## src/rtl/bus_arb_pkg.sv

```systemverilog
// Shared types and constants for the two-master split-capable bus arbiter.
package bus_arb_pkg;

  localparam int unsigned HOLD_CNT_W = 16;

  // Default maximum number of cycles a single grant may be held.
  localparam logic [HOLD_CNT_W-1:0] TIMEOUT_DEFAULT = 16'd1024;

  // bus_owner encodings, also used for last_owner and split_owner.
  localparam logic [1:0] OWNER_NONE = 2'b00;
  localparam logic [1:0] OWNER_M1   = 2'b01;
  localparam logic [1:0] OWNER_M2   = 2'b10;

  typedef enum logic [1:0] {
    ST_IDLE   = 2'd0,
    ST_OWNED  = 2'd1,
    ST_RESUME = 2'd2
  } arb_state_e;

endpackage

```

## src/rtl/arb_hold_timer.sv

```systemverilog
// Grant hold counter: cleared while the bus is idle, counts while a grant is held,
// and flags (registered) when the count has reached LIMIT-1.
module arb_hold_timer
  import bus_arb_pkg::*;
#(
  parameter logic [HOLD_CNT_W-1:0] LIMIT = TIMEOUT_DEFAULT
) (
  input  logic clk,
  input  logic rst_n,
  input  logic clear,
  input  logic enable,
  output logic expired
);

  localparam logic [HOLD_CNT_W-1:0] LAST = HOLD_CNT_W'(LIMIT - 16'd1);

  logic [HOLD_CNT_W-1:0] cnt_q, cnt_d;
  logic                  expired_q;

  // Next count: clear has priority over increment.
  always_comb begin
    cnt_d = cnt_q;
    if (clear) begin
      cnt_d = '0;
    end else if (enable) begin
      cnt_d = cnt_q + HOLD_CNT_W'(1);
    end
  end

  // Count register; expired tracks the registered count so it needs no comparator on the output path.
  always_ff @(posedge clk or negedge rst_n) begin
    if (!rst_n) begin
      cnt_q     <= '0;
      expired_q <= (LAST == '0);
    end else begin
      cnt_q     <= cnt_d;
      expired_q <= (cnt_d == LAST);
    end
  end

  assign expired = expired_q;

endmodule

```

## src/rtl/split_arbiter.sv

```systemverilog
// Two-master round-robin bus arbiter with split-transaction support and a hold timeout.
// Split handling is compiled in only when ARB_SPLIT_EN is defined; otherwise s_split and
// s_split_resume are ignored and the split pulses stay low.
module split_arbiter
  import bus_arb_pkg::*;
#(
  parameter logic [HOLD_CNT_W-1:0] TIMEOUT_CYCLES = TIMEOUT_DEFAULT
) (
  input  logic       clk,
  input  logic       rst_n,
  input  logic       m1_req,
  input  logic       m2_req,
  input  logic       s_ack,
  input  logic       s_split,
  input  logic       s_split_resume,
  output logic       m1_grant,
  output logic       m2_grant,
  output logic       m1_split_ack,
  output logic       m2_split_ack,
  output logic [1:0] bus_owner,
  output logic       timeout,
  output logic       split_err
);

`ifdef ARB_SPLIT_EN
  localparam bit SPLIT_EN = 1'b1;
`else
  localparam bit SPLIT_EN = 1'b0;
`endif

  arb_state_e state_q;
  logic [1:0] bus_owner_q, last_owner_q, split_owner_q;
  logic       m1_grant_q, m2_grant_q;
  logic       m1_split_ack_q, m2_split_ack_q;
  logic       timeout_q, split_err_q;
  logic       split_pending_q, resume_latched_q;

  logic       hold_expired;
  logic       split_c, resume_go_c, m1_elig_c, m2_elig_c;
  logic [1:0] pick_c;

  arb_hold_timer #(
    .LIMIT (TIMEOUT_CYCLES)
  ) u_hold_timer (
    .clk     (clk),
    .rst_n   (rst_n),
    .clear   (state_q == ST_IDLE),
    .enable  (state_q != ST_IDLE),
    .expired (hold_expired)
  );

  // Request qualification and round-robin pick for the idle state.
  always_comb begin
    split_c     = SPLIT_EN && s_split;
    resume_go_c = SPLIT_EN && split_pending_q && (s_split_resume || resume_latched_q);
    m1_elig_c   = m1_req && !(split_pending_q && (split_owner_q == OWNER_M1));
    m2_elig_c   = m2_req && !(split_pending_q && (split_owner_q == OWNER_M2));
    pick_c      = OWNER_NONE;
    if (m1_elig_c && m2_elig_c) begin
      pick_c = (last_owner_q == OWNER_M1) ? OWNER_M2 : OWNER_M1;
    end else if (m1_elig_c) begin
      pick_c = OWNER_M1;
    end else if (m2_elig_c) begin
      pick_c = OWNER_M2;
    end
  end

  // Arbitration FSM with registered grants, owner and one-cycle status pulses.
  always_ff @(posedge clk or negedge rst_n) begin
    if (!rst_n) begin
      state_q          <= ST_IDLE;
      bus_owner_q      <= OWNER_NONE;
      last_owner_q     <= OWNER_M2;
      split_owner_q    <= OWNER_NONE;
      m1_grant_q       <= 1'b0;
      m2_grant_q       <= 1'b0;
      m1_split_ack_q   <= 1'b0;
      m2_split_ack_q   <= 1'b0;
      timeout_q        <= 1'b0;
      split_err_q      <= 1'b0;
      split_pending_q  <= 1'b0;
      resume_latched_q <= 1'b0;
    end else begin
      m1_split_ack_q <= 1'b0;
      m2_split_ack_q <= 1'b0;
      timeout_q      <= 1'b0;
      split_err_q    <= 1'b0;
      case (state_q)
        ST_IDLE: begin
          if (resume_go_c) begin
            state_q     <= ST_RESUME;
            bus_owner_q <= split_owner_q;
            m1_grant_q  <= (split_owner_q == OWNER_M1);
            m2_grant_q  <= (split_owner_q == OWNER_M2);
          end else if (pick_c != OWNER_NONE) begin
            state_q     <= ST_OWNED;
            bus_owner_q <= pick_c;
            m1_grant_q  <= (pick_c == OWNER_M1);
            m2_grant_q  <= (pick_c == OWNER_M2);
          end
        end
        ST_OWNED: begin
          if (SPLIT_EN && split_pending_q && s_split_resume) begin
            resume_latched_q <= 1'b1;
          end
          if (s_ack || split_c || hold_expired) begin
            state_q      <= ST_IDLE;
            bus_owner_q  <= OWNER_NONE;
            m1_grant_q   <= 1'b0;
            m2_grant_q   <= 1'b0;
            last_owner_q <= bus_owner_q;
          end
          if (!s_ack && split_c) begin
            if (split_pending_q) begin
              split_err_q <= 1'b1;
            end else begin
              split_pending_q <= 1'b1;
              split_owner_q   <= bus_owner_q;
              m1_split_ack_q  <= (bus_owner_q == OWNER_M1);
              m2_split_ack_q  <= (bus_owner_q == OWNER_M2);
            end
          end else if (!s_ack && hold_expired) begin
            timeout_q <= 1'b1;
          end
        end
        ST_RESUME: begin
          if (s_ack || hold_expired) begin
            state_q          <= ST_IDLE;
            bus_owner_q      <= OWNER_NONE;
            m1_grant_q       <= 1'b0;
            m2_grant_q       <= 1'b0;
            last_owner_q     <= bus_owner_q;
            split_pending_q  <= 1'b0;
            resume_latched_q <= 1'b0;
            timeout_q        <= !s_ack;
          end
        end
        default: begin
          state_q     <= ST_IDLE;
          bus_owner_q <= OWNER_NONE;
          m1_grant_q  <= 1'b0;
          m2_grant_q  <= 1'b0;
        end
      endcase
    end
  end

  assign m1_grant     = m1_grant_q;
  assign m2_grant     = m2_grant_q;
  assign m1_split_ack = m1_split_ack_q;
  assign m2_split_ack = m2_split_ack_q;
  assign bus_owner    = bus_owner_q;
  assign timeout      = timeout_q;
  assign split_err    = split_err_q;

endmodule

```

## config.mk

```make
export PLATFORM = sky130hd
export DESIGN_NAME = split_arbiter
export DESIGN_NICKNAME = d
export VERILOG_FILES = /design/src/rtl/bus_arb_pkg.sv /design/src/rtl/arb_hold_timer.sv /design/src/rtl/split_arbiter.sv
export SDC_FILE = /design/constraint.sdc
export NUM_CORES = 1
export LEC_CHECK = 0
export ABC_AREA = 1
export CAP_MARGIN = 20
export CORE_MARGIN = 2
export CORE_UTILIZATION = 50
export CTS_CLUSTER_SIZE = 14
export DETAILED_ROUTE_END_ITERATION = 10
export PLACE_DENSITY = 0.72
export SLEW_MARGIN = 25
export SYNTH_ARGS = -nofsm -noshare
export SYNTH_HDL_FRONTEND = slang
export SYNTH_SLANG_ARGS = --single-unit
```

## constraint.sdc

```tcl
create_clock -name clk -period 2.7 [get_ports clk]
set_clock_uncertainty 0.1 [all_clocks]
set_input_delay 0.27 -clock clk [delete_from_list [all_inputs] [get_ports clk]]
set_output_delay 0.27 -clock clk [all_outputs]
set_load 0.005 [all_outputs]
```

# Word level (Yosys, flattened, before mapping)
# Cells that the tools add are included.
totals:
  reg_bits: 26
  out_inout_bits: 8
  wordCells: 46
classes:
  add_sub_neg: 1
  n_eq_ne: 8
  mux: 19
  reduce_logical: 10
ops:
  columns: ["op", "count"]
  rows:
  - ["$mux 16", 2]
  - ["$add 16x1->16 const B", 1]
  - ["$eq 16x10->1 const B", 1]
  - ["$mux 2", 7]
  - ["$pmux 2 s2", 2]
  - ["$eq 2x1->1 const B", 3]
  - ["$pmux 1 s2", 3]
  - ["$mux 1", 5]
  - ["$eq 2x2->1 const B", 2]
  - ["$reduce_and 2->1", 2]
  - ["$reduce_bool 2->1", 2]
  - ["$logic_and 1x1->1", 2]
  - ["$logic_not 2->1", 1]
  - ["$ne 2x1->1 const B", 1]
  - ["$ne 2x2->1 const B", 1]
  - ["$reduce_or 2->1", 1]
  - ["$logic_not 1->1", 1]
  - ["$logic_or 1x1->1", 1]

# Logic depth before layout (Yosys ltp)
# Gate-level depths: netlist (run 1).
depth:
  ltp_word: 6
  ltp_mapped: 11
  mapped_depth_nobuf: 11

# Hierarchy
# Synthesis (run 1) repeated with hierarchy kept, for this count alone.
hier_totals:
  cells_unflattened: 182
  hier_area_um2: 1440.1
by_module_without_submodules:
  columns: ["mod", "n_inst", "cells_each", "area_each_um2", "seq_area_each_um2"]
  rows:
  - ["arb_hold_timer", 1, 144, 1073.5, 425.4]
  - ["split_arbiter", 1, 38, 366.6, 201.4]

# Worst setup path before layout (run 1)
# No wires, ideal clock.
synth_path:
  path_kind: "register -> register"
  start: "register u_hold_timer.cnt_q[0]"
  end: "register u_hold_timer.expired_q (netlist: u_hold_timer.expired)"
  t_arrival_ps: 1247
  required_ps: 2484
  setup_slack_ps: 1236
  path_stages_with_launch: 12
  path_buffers: 0
  cell_sequence: "dfrtp_1 ha_1 nand2_2 nor2_4 nand2_2 clkinv_1 nor2_2 nor2_4 nand2_1 nor2_1 nand2_1 nor2_2"
synth_between:
  elab_chain_cells: 4
synth_rtl:
  columns: ["item", "line", "source"]
  rows:
  - ["from (decl)", "arb_hold_timer.sv:17", "logic [HOLD_CNT_W-1:0] cnt_q, cnt_d;"]
  - ["from (signal assigned)", "arb_hold_timer.sv:36", "cnt_q <= cnt_d;"]
  - ["$add 16x1->16", "arb_hold_timer.sv:26", "cnt_d = cnt_q + HOLD_CNT_W'(1);"]
  - ["$mux 16", "arb_hold_timer.sv:25", "end else if (enable) begin"]
  - ["$mux 16", "arb_hold_timer.sv:23", "if (clear) begin"]
  - ["named net u_hold_timer.cnt_d[8]", "arb_hold_timer.sv:17", null]
  - ["$eq 16x10->1", "arb_hold_timer.sv:37", "expired_q <= (cnt_d == LAST);"]
  - ["to (signal assigned)", "arb_hold_timer.sv:34", "expired_q <= (LAST == '0);"]
  - ["to (signal assigned)", "arb_hold_timer.sv:37", null]
  - ["to (decl)", "arb_hold_timer.sv:18", "logic expired_q;"]
# The timed path passes the listed nets, and every way through them passes these cells.
# A chain may end at the register's enable or synchronous reset.

# Final worst setup path (run 1)
layout_path:
  start: "register state_q[0]"
  end: "register u_hold_timer.expired_q (netlist: u_hold_timer.expired)"
layout_between:
  elab_chain_cells: 4
  elab_cells_between_ends: 5
  cone_classes: "eq/ne (1); mux (2); reduce/logical (2)"
layout_rtl:
  columns: ["item", "line", "source"]
  rows:
  - ["from (decl)", "split_arbiter.sv:31", "arb_state_e state_q;"]
  - ["from (signal assigned)", "split_arbiter.sv:71", "state_q <= ST_IDLE;"]
  - ["from (signal assigned)", "split_arbiter.sv:91", "state_q <= ST_RESUME;"]
  - ["from (signal assigned)", "split_arbiter.sv:96", "state_q <= ST_OWNED;"]
  - ["$reduce_bool 2->1", "split_arbiter.sv:48", ".enable (state_q != ST_IDLE),"]
  - ["$mux 16", "arb_hold_timer.sv:25", null]
  - ["$mux 16 (*)", "arb_hold_timer.sv:23", null]
  - ["named net u_hold_timer.cnt_d[0]", "arb_hold_timer.sv:17", null]
  - ["$eq 16x10->1 (*)", "arb_hold_timer.sv:37", null]
# Mark *: on every way through the listed nets, which the timed path passes. The rest lies on a longest branch.

==> out/qor.csv, run 1 <==
stage;metric;value;unit
worst_setup_path;required;2.85;ns
floorplanning;coreArea;2500;um^2
route;met3WireLength;127;um
sta;slew_violations;0;
floorplanning;die_h;55.8;um
layout;nets;194;
route;routedWlPerCell;12.2;um
worst_setup_path;r2r_setup_slack;0.92;ns
worst_setup_path;critPathTopFamily;flip-flops;
route;vias;1112;
power;p_int;0.000615;W
worst_setup_path;crit_path_top_delay_cell;dfrtp_1;
yosys;synth_ff_type;dfrtp_1;
yosys;syn-cell-area;1340;um^2
route;routed_wl;2.63;mm
sta;fin_crit;1.78;ns
yosys;synth_edf_count;0;
power;power.leakage;0.700;nW
place;portBuffers;9;
yosys;synth.distinct_cells;21;
worst_setup_path;start_kind;flop;
sta;setup_tns;0;ns
sta;maxSlewHeadroom;0.569;
floorplanning;rows;18;
route;route.detailed.drc;0;
global_routing;grt_pass1_vias;1099;
yosys;synth_common_cells;nand2_1, dfrtp_1, inv_1;
place;hpwl;1.97;mm
clock_network;hold_buffers;0;
clock_network;cts_tree;built;
worst_setup_path;critPathMaxStageDelay;0.78;ns
worst_setup_path;crit_type;reg -> reg;
route;firstDrtPassIters;4;
worst_setup_path;crit_fanout;20;
global_routing;overflow;0;
route;wl_met2;1.32;mm
yosys;synthTopCellsByArea;dfrtp_1, nand2_1, nand3_1;
worst_setup_path;endpoint_kind;flop;
clock_network;clockRootBuffer;clkbuf_4;
status;outcome;completed;
yosys;yosys_warnings;0;
route;met1_length;1.16;mm
clock_network;cts_inserted_buffers;3;
yosys;synthCells;174;
power;power_frac_seq;0.571;
power;p_comb_frac;0.253;
layout;drive_gt1_frac;0.130;
route;routed.top_layer;met4;
clock_network;cts_setup_buffers;0;
sta;hold_viol;0;
yosys;yosysTopAreaCell;dfrtp_1;
power;power.share.clock;0.176;
clock_network;htree_levels;1;
yosys;yosysMostFrequentCell;nand2_1;
global_routing;grt_pass1_wl;4.71;mm
yosys;yosysSeqAreaShare;0.467;
floorplanning;die_x;55.8;um
clock_network;clock_path_buffers;2;
layout;antenna_cells;0;
yosys;avgSynthCellArea;7.71;um^2
worst_setup_path;arrival;1.93;ns
global_routing;grtUsageTotal;0.191;
sta;worst_pin_slew;0.646;ns
clock_network;clk_pin_slew;0.14;ns
route;via_per_inst;5.17;
clock_network;cts.sinks;25;
sta;finalCritPeriodShare;0.660;
layout;syn_to_final_growth;9.52;%
floorplanning;start_util;0.537;
clock_network;cts_resized;0;
worst_setup_path;path_cells;inv_1 > nor2_1 > nand3_1 > nor2_1 > nand3_1 > nor2_1 > nand2_1 > nor2_2;
sta;max_freq;0.561;GHz
yosys;netlist.area_leader.share;0.448;
sta;layout_setup_ws;0.917;ns
power;peakVddDrop;0.522;mV
global_routing;antenna_found_initial;0;
route;drt_iter0_markers;11;
worst_setup_path;cpMostUsedCell;nor2_1;
sta;rsz0062_at_grt;false;
route;final_antenna_net_count;0;
sta;setup_viol;0;
worst_setup_path;path_buf_inv;1;
power;cellPowerDensity;646;nW/um^2
clock_network;clock_latency;0.31;ns
global_routing;grt_max_degree;26;
yosys;synthArstFlopShare;1.00;
place;gp_congestion;0.816;
hold_path;hp-class;in -> async;
floorplanning;die_area;3110;um^2
power;switching_share;0.352;
flow_run;max-cap-violations;0;
power;switchingPower;0.000335;W
place;dp_slack;0.952;ns
floorplanning;ioPinCount;15;
yosys;ys_seq_elements;25;
power by group through the flow:
stage	Clock, W	Sequential (W)	Combinational (W)
2_1_floorplan	0	0.000501	0.000192
3_3_place_gp	0	0.000541	0.000229
3_5_place_dp	0	0.000548	0.000239
4_1_cts	0.000174	0.000540	0.000242
5_1_grt	0.000189	0.000556	0.000278
6_report	0.000167	0.000542	0.000240
path summary, 6_finish.rpt:
check                                startpoint                     to  cells past startpoint
hold reg to reg            u_hold_timer.expired                timeout                      2
max in group asynchronous                 rst_n        last_owner_q[1]                      2
hold / removal                            rst_n  u_hold_timer.cnt_q[2]                      2
setup reg to reg                     state_q[0]   u_hold_timer.expired                      8
setup / recovery                     state_q[0]   u_hold_timer.expired                      8
min in group clk                          s_ack                timeout                      2
metrics by stage:
| stage | hold slack, ns | cells | util | instance area, um^2 | power [W] |
|---|---|---|---|---|---|
| after floorplan | -0.126 | 176 | - | 1350 | 0.000693 |
| after global placement | 0.372 | 211 | 0.577 | 1440 | 0.000771 |
| after detailed placement | 0.395 | 211 | 0.577 | 1440 | 0.000787 |
| after CTS | 0.201 | 215 | 0.588 | 1470 | 0.000956 |
| after global routing | 0.212 | 215 | 0.588 | 1470 | 0.00102 |
| final | 0.196 | 215 | 0.588 | 1470 | 0.000949 |
cells in the final DEF, fill, tap and decap left out:
master	synthesis	routed
nand2_2	5	5
dfstp_2	1	1
ha_1	1	1
nand4_1	4	4
buf_4	3	1
nor2_4	4	4
nand2_1	38	38
o21ai_1	2	2
a21oi_1	2	2
clkbuf_4	0	3
clkbuf_1	0	1
nor2_1	21	21
nor3_1	1	1
conb_1	1	3
dfrtp_1	24	24
clkdlybuf4s50_1	0	9
o21ai_0	9	9
clkinv_1	2	2
nor2_2	9	9
nand3_1	20	20
inv_1	24	24
nand3_2	1	1
worst reg2reg max path: cells and delay by family, from the launching register on:
| kind | cells | cell delay [ns] |
|---|---|---|
| buf+inv | 1 | 0.12 |
| flops | 1 | 0.78 |
| simple gates | 7 | 0.73 |
sequential cells by signal (all words and copies together), names as in the netlist:
| register | count |
|---|---|
| bus_owner | 2 |
| last_owner_q | 2 |
| m1_grant | 1 |
| m2_grant | 1 |
| state_q | 1 |
| timeout | 1 |
| u_hold_timer.cnt_q | 16 |
| u_hold_timer.expired | 1 |
area by class of cell:
cell class	instances	area, um^2
Fill cell	236	1030
Sequential cell	25	627
Multi-Input combinational cell	120	583
Timing Repair Buffer	10	97.6
Inverter	26	97.6
Tap cell	30	37.5
Clock buffer	4	26.3
logic make-up after synthesis:
family	Yosys count	share of synthesized area
and+or+nand+nor	103	0.368
buffers and inverters	31	0.104
DFF	25	0.467
AOI/OAI and AO/OA	13	0.0485
adders and majority gates	1	0.00933
other	1	0.00280
metal layers:
metal	vias up	track usage
met5	-	0
met3	2	0.0349
met1	528	0.237
met4	0	0.0557
li1	559	-
met2	23	0.337
No activity file was read; power rests on OpenSTA's default activity.
==> inputs of run 2 (changes only) <==
clock period = 1.8 ns   (was 2.7 ns; I/O delays follow)
==> run 2 against run 1 <==
Against the previous run: first-iteration DRC count grew 100%; combinational power rose by 97%; clock-buffer cell count down 1; routed wire length down 1.9%.
==> out/qor.csv, run 2 (same netlist as run 1, synthesis figures left out) <==
stage;metric;value;unit;change
place;dp_slack;0.151;ns;was 0.952 ns
sta;hold_viol;0;;unchanged
global_routing;grt_pass1_vias;1072;;was 1099
worst_setup_path;start_kind;flop;;unchanged
hold_path;hp-class;in -> async;;unchanged
clock_network;clock_path_buffers;2;;unchanged
worst_setup_path;r2r_cells;11;;was 8
place;hpwl;1.98;mm;was 1.97 mm
sta;fin_crit;1.64;ns;was 1.78 ns
route;routedWlPerCell;11.8;um;was 12.2 um
global_routing;grt_pass1_wl;4.40;mm;was 4.71 mm
place;portBuffers;9;;unchanged
global_routing;antenna_found_initial;0;;unchanged
sta;rsz0062_at_grt;false;;unchanged
layout;final_cell_mix;nand2_1, inv_1, dfrtp_1;;unchanged
layout;drive_gt1_frac;0.153;;was 0.130
sta;hold_ws;0.0994;ns;was 0.196 ns
floorplanning;die_x;55.8;um;unchanged
route;route.detailed.drc;0;;unchanged
global_routing;grt_max_degree;26;;unchanged
place;place_inst;214;;was 211
worst_setup_path;r2r_start;u_hold_timer.cnt_q[0];;was state_q[0]
route;drt_iter0_markers;22;;was 11
floorplanning;die_h;55.8;um;unchanged
route;vias;1109;;was 1112
sta;layout_setup_ws;0.159;ns;was 0.917 ns
sta;max_freq;0.610;GHz;was 0.561 GHz
clock_network;cts.sinks;25;;unchanged
layout;antenna_cells;0;;unchanged
status;outcome;completed;;unchanged
power;cellPowerDensity;979;nW/um^2;was 646 nW/um^2
sta;setup_tns;0;ns;unchanged
route;routed_wl;2.58;mm;was 2.63 mm
power;peakVddDrop;0.815;mV;was 0.522 mV
worst_setup_path;crit_type;reg -> reg;;unchanged
floorplanning;start_util;0.537;;unchanged
worst_setup_path;critPathTopFamily;simple AND/OR/NAND/NOR gates;;was flip-flops
worst_setup_path;worstReg2RegEnd;u_hold_timer.expired;;unchanged
layout;regMostFlops;u_hold_timer.cnt_q;;unchanged
layout;finalNonFillerCells;219;;was 215
clock_network;cts_tree;built;;unchanged
layout;fillCellCount;220;;was 236
worst_setup_path;r2r_setup_slack;0.16;ns;was 0.92 ns
clock_network;clockRootBuffer;clkbuf_4;;unchanged
clock_network;clock_latency;0.32;ns;was 0.31 ns
sta;setup_viol;0;;unchanged
flow_run;max-cap-violations;0;;unchanged
layout;multi_input_area;588;um^2;was 583 um^2
layout;regArea;627;um^2;unchanged
power;power.leakage;0.722;nW;was 0.700 nW
layout;largest_reg_flops;16;;unchanged
sta;finalCritPeriodShare;0.911;;was 0.660
sta;slew_violations;0;;unchanged
worst_setup_path;path_cells;ha_1 > nand2_2 > nor2_4 > nand2_2 > clkinv_1 > nor2_2 > nor2_4 > nand2_1 > nor2_1 > nand2_1 > nor2_2;;was inv_1 > nor2_1 > nand3_1 > nor2_1 > nand3_1 > nor2_1 > nand2_1 > nor2_2
global_routing;overflow;0;;unchanged
clock_network;htree_levels;1;;unchanged
route;firstDrtPassIters;4;;unchanged
layout;syn_to_final_growth;12.2;%;was 9.52%
layout;nets;198;;was 194
clock_network;cts_inserted_buffers;3;;unchanged
worst_setup_path;path_buf_inv;1;;unchanged
worst_setup_path;required;1.96;ns;was 2.85 ns
worst_setup_path;crit_path_top_delay_cell;dfrtp_1;;unchanged
clock_network;clk_pin_slew;0.14;ns;about the same
worst_setup_path;endpoint_kind;flop;;unchanged
worst_setup_path;critPathMaxStageDelay;0.42;ns;was 0.78 ns
floorplanning;coreArea;2500;um^2;unchanged
place;gp_congestion;0.896;;was 0.816
worst_setup_path;crit_fanout;5;;was 20
route;final_antenna_net_count;0;;unchanged
floorplanning;die_area;3110;um^2;unchanged
global_routing;grtUsageTotal;0.177;;was 0.191
layout;layout_commonest_cell;nand2_1;;unchanged
route;via_per_inst;5.06;;was 5.17
floorplanning;rows;18;;unchanged
clock_network;hold_buffers;0;;unchanged
floorplanning;ioPinCount;15;;unchanged
worst_setup_path;arrival;1.80;ns;was 1.93 ns
[run 2: cell types whose count changed in the layout (fill, tap and decap cells not counted), sizes merged]
cell	change
buf	+4
clkbuf	-1
clkinv	+1
[run 2: report_power, final]
| group | leakage (nW) | internal [W] | total [W] | switching [W] |
|---|---|---|---|---|
| combinational | 0.369 | 0.000213 | 0.000472 | 0.000259 |
| clock | 0.0177 | 0.0000831 | 0.000250 | 0.000167 |
| sequential | 0.335 | 0.000672 | 0.000752 | 0.0000798 |
[run 2: per-stage QoR]
| step | util | power, W | cell area, um^2 |
|---|---|---|---|
| finish | 0.602 | 0.00147 | 1510 |
| global route | 0.602 | 0.00160 | 1510 |
| CTS | 0.597 | 0.00148 | 1490 |
| detailed placement | 0.586 | 0.00122 | 1470 |
| global placement | 0.586 | 0.00120 | 1470 |
| floorplan | - | 0.00104 | 1350 |
[run 2: repair_timing]
action / in CTS / in global routing
resized for setup: 0 / 1
endpoints found under the setup margin: 0 / 1
setup buffers: 0 / 1
[run 2: worst max-delay path by stage]
stage / startpoint / end / slack (ns) / cells after the start
after global placement: u_hold_timer.cnt_q[0] / u_hold_timer.expired / 0.21 / 10
final: u_hold_timer.cnt_q[0] / u_hold_timer.expired / 0.16 / 11
after CTS: u_hold_timer.cnt_q[0] / u_hold_timer.expired / 0.11 / 9
after detailed placement: u_hold_timer.cnt_q[0] / u_hold_timer.expired / 0.15 / 9
after global routing: u_hold_timer.cnt_q[0] / u_hold_timer.expired / 0.002 / 9
after floorplan: u_hold_timer.cnt_q[0] / u_hold_timer.expired / 0.34 / 11
[run 2: cell type report]
class	instances	area share
multi-input cells	120	0.391
repair buffers	14	0.0848
clock inverters	1	0.00333
clock buffers	3	0.0150
flip-flops and latches	25	0.416
inverters	26	0.0648
well taps	30	0.0249
[run 2: metal layers]
layer,routed length [um],share of wire,GRT usage,up-vias
li1,-,-,-,569
met1,1200,0.46,0.213,519
met2,1260,0.49,0.308,15
met3,72,0.028,0.0349,6
met4,49,0.019,0.0732,0
met5,0,0,0,-
